--- config.mk ---
export PLATFORM = sky130hd
export DESIGN_NAME = ntt_skew_buffer
export DESIGN_NICKNAME = d
export VERILOG_FILES = /design/src/rtl/ntt_skew_buffer.sv
export SDC_FILE = /design/constraint.sdc
export NUM_CORES = 1
export LEC_CHECK = 0
export BUFFER_PORTS_ARGS = -buffer_cell sky130_fd_sc_hd__buf_2
export CORE_MARGIN = 2
export CORE_UTILIZATION = 25
export DETAILED_ROUTE_END_ITERATION = 8
export PLACE_DENSITY_LB_ADDON = 0.12
export SLEW_MARGIN = 15
export SYNTH_ARGS = -nofsm -noshare
export SYNTH_HDL_FRONTEND = slang
export SYNTH_SLANG_ARGS = --single-unit
--- constraint.sdc ---
create_clock -name clk -period 1.9 [get_ports clk]
set_clock_uncertainty 0.05 [all_clocks]
set_input_delay 0.38 -clock clk [delete_from_list [all_inputs] [get_ports clk]]
set_output_delay 0.38 -clock clk [all_outputs]
set_load 0.02 [all_outputs]
--- src/rtl/ntt_skew_buffer.sv ---
// ----------------------------------------------------------------------------
// ntt_skew_buffer
//
// Staggered transpose buffer between NTT memory and the butterfly array.
// Lane k is a shift register of depth NUM_LANES+k. Every write shifts all
// lanes toward index 0 and inserts lane k of data_i at the top. Once a lane
// has seen NUM_LANES+k writes, its entries [NUM_LANES-1:0] are that lane's
// first NUM_LANES coefficients. A read presents those entries for the lane
// selected by the read pointer.
//
// Parameters:
//   REG_SIZE   coefficient width in bits
//   NUM_LANES  lanes per word and group size (power of 2, >= 2)
//
// Ports:
//   clk, reset_n    clock; asynchronous active-low reset
//   zeroize         synchronous clear of all state (highest priority)
//   wren            shift data_i into all lanes
//   rden            consume the lane at the read pointer, advance pointer
//   wr_rst_count    clear write group counter and fill tracker
//   rd_rst_count    clear read pointer
//   data_i          one word, lane k in bits [(k+1)*REG_SIZE-1 : k*REG_SIZE]
//   buf0_valid      a group of NUM_LANES writes has just completed
//   data_o          entries [NUM_LANES-1:0] of the selected lane, entry 0 LSB
//   rd_valid        rden asserted and the selected lane is filled
//   rd_err          one-cycle pulse after a read of an unfilled lane
//   wr_fill         saturating write count (max 2*NUM_LANES-1)
//
// Build option:
//   NTT_SKEW_BUF_OREG_EN  when defined, data_o and rd_valid are registered
//                         (one extra cycle of latency). data_o loads only on
//                         rden; rd_valid follows rden & ready every cycle.
// ----------------------------------------------------------------------------
module ntt_skew_buffer #(
    parameter int REG_SIZE  = 23,
    parameter int NUM_LANES = 4
) (
    input  logic                             clk,
    input  logic                             reset_n,
    input  logic                             zeroize,
    input  logic                             wren,
    input  logic                             rden,
    input  logic                             wr_rst_count,
    input  logic                             rd_rst_count,
    input  logic [NUM_LANES*REG_SIZE-1:0]    data_i,
    output logic                             buf0_valid,
    output logic [NUM_LANES*REG_SIZE-1:0]    data_o,
    output logic                             rd_valid,
    output logic                             rd_err,
    output logic [$clog2(2*NUM_LANES)-1:0]   wr_fill
);

    localparam int WORD_W = NUM_LANES * REG_SIZE;
    localparam int PTR_W  = $clog2(NUM_LANES);
    localparam int FILL_W = $clog2(2 * NUM_LANES);
    localparam logic [FILL_W-1:0] FILL_MAX  = FILL_W'(2 * NUM_LANES - 1);
    localparam logic [PTR_W-1:0]  LAST_IDX  = PTR_W'(NUM_LANES - 1);

    logic [PTR_W-1:0]                   wr_idx;
    logic [PTR_W-1:0]                   wr_idx_reg;
    logic [PTR_W-1:0]                   rd_ptr;
    logic [NUM_LANES-1:0][WORD_W-1:0]   lane_heads;
    logic [NUM_LANES-1:0]               lane_ready;
    logic [WORD_W-1:0]                  sel_word;
    logic                               sel_ready;

    // ------------------------------------------------------------------------
    // Lane shift registers
    // ------------------------------------------------------------------------
    for (genvar k = 0; k < NUM_LANES; k++) begin : g_lane
        localparam int DEPTH = NUM_LANES + k;
        localparam logic [FILL_W-1:0] READY_AT = FILL_W'(NUM_LANES + k);

        logic [REG_SIZE-1:0] sr [DEPTH];

        // NOTE: the lane storage is reset, not left uninitialised, because
        // data_o is read straight from it and must show 0 after reset/zeroize.
        always_ff @(posedge clk or negedge reset_n) begin
            if (!reset_n) begin
                for (int i = 0; i < DEPTH; i++) sr[i] <= '0;
            end else if (zeroize) begin
                for (int i = 0; i < DEPTH; i++) sr[i] <= '0;
            end else if (wren) begin
                // NOTE: non-blocking assignments make every stage read the
                // pre-shift value, so the loop order does not matter.
                for (int i = 0; i < DEPTH - 1; i++) sr[i] <= sr[i+1];
                sr[DEPTH-1] <= data_i[k*REG_SIZE +: REG_SIZE];
            end
        end

        // Only the bottom NUM_LANES entries are ever presented on data_o.
        for (genvar i = 0; i < NUM_LANES; i++) begin : g_head
            assign lane_heads[k][i*REG_SIZE +: REG_SIZE] = sr[i];
        end

        assign lane_ready[k] = (wr_fill >= READY_AT);
    end

    assign sel_word  = lane_heads[rd_ptr];
    assign sel_ready = lane_ready[rd_ptr];

    // ------------------------------------------------------------------------
    // Write-side counters
    // ------------------------------------------------------------------------
    always_ff @(posedge clk or negedge reset_n) begin
        if (!reset_n) begin
            wr_idx     <= '0;
            wr_idx_reg <= '0;
            wr_fill    <= '0;
        end else if (zeroize || wr_rst_count) begin
            wr_idx     <= '0;
            wr_idx_reg <= '0;
            wr_fill    <= '0;
        end else if (wren) begin
            // NUM_LANES is a power of 2, so natural wrap gives mod NUM_LANES.
            wr_idx     <= wr_idx + PTR_W'(1);
            wr_idx_reg <= wr_idx;
            if (wr_fill != FILL_MAX) wr_fill <= wr_fill + FILL_W'(1);
        end
    end

    // Rises once the last slot of a group has been written, holds until the
    // next write captures a different group index.
    assign buf0_valid = (wr_idx_reg == LAST_IDX);

    // ------------------------------------------------------------------------
    // Read side: pointer and underflow pulse
    // ------------------------------------------------------------------------
    always_ff @(posedge clk or negedge reset_n) begin
        if (!reset_n) begin
            rd_ptr <= '0;
            rd_err <= 1'b0;
        end else if (zeroize) begin
            rd_ptr <= '0;
            rd_err <= 1'b0;
        end else begin
            // An underflowing read still consumes its slot.
            if (rd_rst_count)  rd_ptr <= '0;
            else if (rden)     rd_ptr <= rd_ptr + PTR_W'(1);
            rd_err <= rden & ~sel_ready;
        end
    end

    // ------------------------------------------------------------------------
    // Output stage
    // ------------------------------------------------------------------------
`ifdef NTT_SKEW_BUF_OREG_EN
    logic [WORD_W-1:0] data_q;
    logic              rd_valid_q;

    always_ff @(posedge clk or negedge reset_n) begin
        if (!reset_n) begin
            data_q     <= '0;
            rd_valid_q <= 1'b0;
        end else if (zeroize) begin
            data_q     <= '0;
            rd_valid_q <= 1'b0;
        end else begin
            if (rden) data_q <= sel_word;
            rd_valid_q <= rden & sel_ready;
        end
    end

    assign data_o   = data_q;
    assign rd_valid = rd_valid_q;
`else
    assign data_o   = sel_word;
    assign rd_valid = rden & sel_ready;
`endif

endmodule

==> Word-level counts from Yosys, hierarchy flattened <==
Cells that the tools add are included.
{ "classes": {"n_addsub": 3, "magnitude_cmp": 5, "n_eq_ne": 2, "n_mux": 23, "n_bitwise": 3, "reduce_logical": 6} }
{ "ops": {"columns": ["op", "count"], "rows": [
  ["161-bit two-way mux", 2],
  ["138-bit two-way mux", 2],
  ["92-bit two-way mux", 3],
  ["115-bit two-way mux", 2],
  ["92-bit binary-select mux with 2-bit select", 1],
  ["2-bit two-way mux", 7],
  ["3-bit >= comparator (second input constant)", 4],
  ["3-bit two-way mux", 3],
  ["2-bit nonzero test", 3],
  ["2-bit by 1-bit adder with 2-bit output (second input constant)", 2],
  ["3-bit by 1-bit adder with 3-bit output (second input constant)", 1],
  ["2-bit by 3-bit less-than comparator with 1-bit output (second input constant)", 1],
  ["3-bit != test (second input constant)", 1],
  ["3-bit nonzero test", 1],
  ["1-bit AND", 2],
  ["1-bit binary-select mux with 2-bit select", 1],
  ["2-bit equality test (second input constant)", 1],
  ["1-bit two-way mux", 2],
  ["2-bit AND reduction", 1],
  ["1-bit logical OR", 1],
  ["1-bit inverter", 1]
]} }
{ "totals": {"register_bits": 516, "in_bits": 99, "output_inout_bits": 98, "wordCells": 69} }

==> Longest topological paths before layout <==
{ "depth": {"word_depth": 6, "ltp_mapped": 6, "ltp_nobuf": 5} }

==> Worst setup path before layout <==
OpenSTA, ideal clock, no wires.
{ "synth_timing": {"path_kind": "register to output", "startpoint": "register wr_fill[1]", "endpoint": "output port rd_valid", "arrival_time_ns": 1.642, "t_required_ns": 1.470, "setup_slack_ns": -0.172, "path_stages_with_launch": 6, "path_buffers": 0, "path_cell_list": "dfrtp_1 > inv_1 > ha_1 > o21bai_1 > a311o_1 > a21boi_0"} }
{ "synth_between": {"elab_chain_len": 4, "word_cells_on_any_way": 7, "cone_classes": "4 x order compare; 2 x mux; 1 x bitwise"} }
{ "synth_lines": {"columns": ["element", "line", "text"], "rows": [
  ["from (decl)", "50", "output logic [$clog2(2*NUM_LANES)-1:0] wr_fill"],
  ["from (signal assigned)", "118", "if (wr_fill != FILL_MAX) wr_fill <= wr_fill + FILL_W'(1);"],
  ["3-bit >= comparator", "96", "assign lane_ready[k] = (wr_fill >= READY_AT);"],
  ["1-bit binary-select mux with 2-bit select (*)", "100", "assign sel_ready = lane_ready[rd_ptr];"],
  ["1-bit two-way mux (implied by the code) (*)", "100", null],
  ["1-bit AND (*)", "168", "assign rd_valid = rden & sel_ready;"],
  ["to (decl)", "48", "output logic rd_valid,"]
]} }
Mark *: on every way between the ends. The rest lies on a longest branch, timed or not. The select of a mux whose other input is x is not followed.

==> Worst setup path after layout <==
{ "layout_timing": {"startpoint": "register rd_ptr[0]", "endpoint": "output port data_o[16]"} }
{ "layout_between": {"elab_chain_len": 2} }
{ "layout_lines": {"columns": ["element", "line", "text"], "rows": [
  ["from (decl)", "61", "logic [PTR_W-1:0] rd_ptr;"],
  ["from (signal assigned)", "139", "else if (rden) rd_ptr <= rd_ptr + PTR_W'(1);"],
  ["92-bit binary-select mux with 2-bit select", "99", "assign sel_word = lane_heads[rd_ptr];"],
  ["92-bit two-way mux (implied by the code)", "99", null],
  ["to (decl)", "47", "output logic [NUM_LANES*REG_SIZE-1:0] data_o,"]
]} }
Every way passes these cells. The select of a mux whose other input is x is not followed.

==> impl_results.md <==
* CTS Buffer Depth at 3
* Vias in the first global route at 15500
* DR top layer: met5
* Count of final setup violators at 93
* Final Cycle Share at 136%
* Chip Height at 307 um
* Violated checks: setup timing
* First-pass GRT wire length at 104000 um
* Mapped Cells at 1793
* Clock transition at the registers of the reported paths at 0.05 ns
* CTS tree: built
* Hold Violations, Final at 0
* # DRC at 0
* Final WS setup at -0.682 ns
* R2R setup slack at 0.32 ns
* Flops & latches, synth at 516
* Area grow syn2layout at 29.6%
* Nets at 2237
* First-pass iteration count of the detailed router at 5
* Routed length per placed instance at 20.6 um
* Routed met2 length at 29400 um
* VDD IR-drop max at 0.435 mV
* Iter 0 DRT Violations at 921
* Max Clk Rate at 0.387 GHz
* RSZ-0062 raised after global routing: true
* Initial core utilization at 25.2%
* Ratio of cells with drive above 1 in the final layout at 24.7%
* Gr usage total at 14.6%
* Sum Neg Setup Slack at -56.06 ns
* Syn Nets at 1896
* Post-route ant nets at 0
* Std-Cell Rows at 111
* Ports at 197
* Die ar. at 94500 um2
* Global route overflow at 0
* Via/cell ratio at 4.44
* CP startpoint kind: register
* Final slew viol count at 0
* Placer congestion estimate at 0.764
* Max transition margin at 60.7%
* Clock sinks at 516
* PD cells at 889 nW/um2
* Hold Path Class: in -> reg
* Leak at 14.8 nW
* Clock Latency Late Sink at 0.60 ns
* Final Core Density at 32.6%
* Sequential share of the synthesized area at 56.1%
* Yosys cell types at 26
* Hold depth at 3
* Crit path time final at 2.58 ns
* Crit path required time at 1.47 ns
* CP Max Fanout at 7
* HPWL after detailed placement at 48600 um
* Worst slew pin tran at 0.590 ns
* Final WL at 69700 um
* Crit end category: output pin
* Vias at 15000
* Initial antenna violation count at 16
* CTS H-tree lvls at 3
* M1 WL at 35900 um
* Leading post-synthesis cells by cell area: dfrtp_1, mux2i_1, mux4_2
* CP Class: reg -> out
* Cell taking the most area after synthesis: dfrtp_1
* Die Wd at 307 um
* Reg2Reg Depth at 6
* CTS buffer count at 67
* Clk root buf: clkbuf_16
* Cell area after synthesis at 23000 um2
* Status: complete, but fails checks
* Pwr Total at 26.5 mW
* Port Buffers at 196
* Synth top area share at 56.1%
* Yosys warns at 0
* Place WS at -0.0560 ns
* Syn avg cell area at 12.8 um2
* Core ar. at 91400 um2
* # Max-Cap Violations at 0
* Max reg flops at 506
* Critical path arrival at 2.15 ns
* Largest net degree at the start of global routing at 94
* Met3 wire length at 3160 um
* Fin Hold WS at 0.0295 ns
==> synth_stat cells <==
library cell	instances
xor2_1	2
nand3_1	1
buf_4	57
mux4_2	92
nand2b_1	2
nor2_1	512
nand2_1	2
clkbuf_1	49
a21boi_0	1
nor3_1	2
buf_6	2
xnor2_1	3
buf_12	1
buf_8	1
and4b_1	1
nor2b_1	1
dfrtp_1	516
mux2i_1	509
and2_1	1
ha_1	4
o21bai_1	1
inv_1	3
buf_2	27
or2_2	1
a311o_1	1
a21oi_1	1
==> through the flow <==
stage | area [um2] | cells
final | 29800 | 3374
after floorplan | 23000 | 1793
after global routing | 29800 | 3373
after global placement | 26200 | 3160
after detailed placement | 26200 | 3160
after CTS | 29300 | 3359
==> layout by cell type (no fill, tap or decap), drive strengths merged <==
cell type / instances
nand2: 2
clkinv: 13
diode: 2
ha: 4
nor2: 512
dlygate4sd3: 68
and2: 1
dfrtp: 516
xnor2: 3
xor2: 2
a311o: 1
clkbuf: 108
a21oi: 1
mux2i: 509
a21boi: 1
buf: 338
nand3: 1
nand2b: 2
bufinv: 2
or2: 1
nor2b: 1
o21bai: 1
inv: 4
mux4: 92
and4b: 1
nor3: 2
==> cells by family after synthesis <==
| kind of cell | Yosys count | synth area share, % |
|---|---|---|
| fa+ha+maj | 4 | 0.218 |
| xor+xnor | 5 | 0.190 |
| compound gates | 4 | 0.131 |
| simple gates | 523 | 8.63 |
| flops | 516 | 56.1 |
| buf+inv | 140 | 3.55 |
| mux | 601 | 31.2 |
==> routing by layer <==
metal | vias up | track usage, %
met5 | - | 0
met4 | 6 | 3.30
met3 | 95 | 3.02
met2 | 312 | 20.4
met1 | 7687 | 22.9
li1 | 6896 | -
==> power breakdown <==
part           switching [mW]  internal (mW)  total [mW]
Clock                    5.02           7.75        12.8
Sequential              0.202           11.2        11.4
Combinational            1.26           1.04        2.30
==> final cells by class <==
cell class                 instances  area [um2]
antenna                            2        5.00
clock buffer                     105        2060
clock inverter                    16         175
fill                            9062       61600
inverter                           3        11.3
multi-input combinational       1137        9280
sequential                       516       12900
tap                             1186        1480
timing repair buffer             409        3880
==> critical path: stages, from the launching register on <==
cell and delay, ns:
dfrtp_4 0.52, buf_12 0.16, buf_12 0.12, clkbuf_16 0.16, mux4_2 0.44, buf_6 0.15
==> timing repair <==
item,4_1_cts,5_1_grt
hold endpoints to repair,200,0
cloned,1,5
endpoints found under the setup margin,93,93
pin swaps,1,2
hold buffers,68,0
resized for setup,41,95
buffers inserted,9,8
==> path summary, 6_finish.rpt <==
kind	end	startpoint
setup / recovery	data_o[16]	rd_ptr[0]
hold / removal	g_lane[0].sr[11]	data_i[11]
setup reg to reg	rd_err	rd_ptr[1]
hold reg to reg	g_lane[2].sr[58]	g_lane[2].sr[35]
max in group asynchronous	g_lane[2].sr[55]	reset_n
min in group asynchronous	wr_fill[2]	reset_n
No activity file was read; power rests on OpenSTA's default activity.
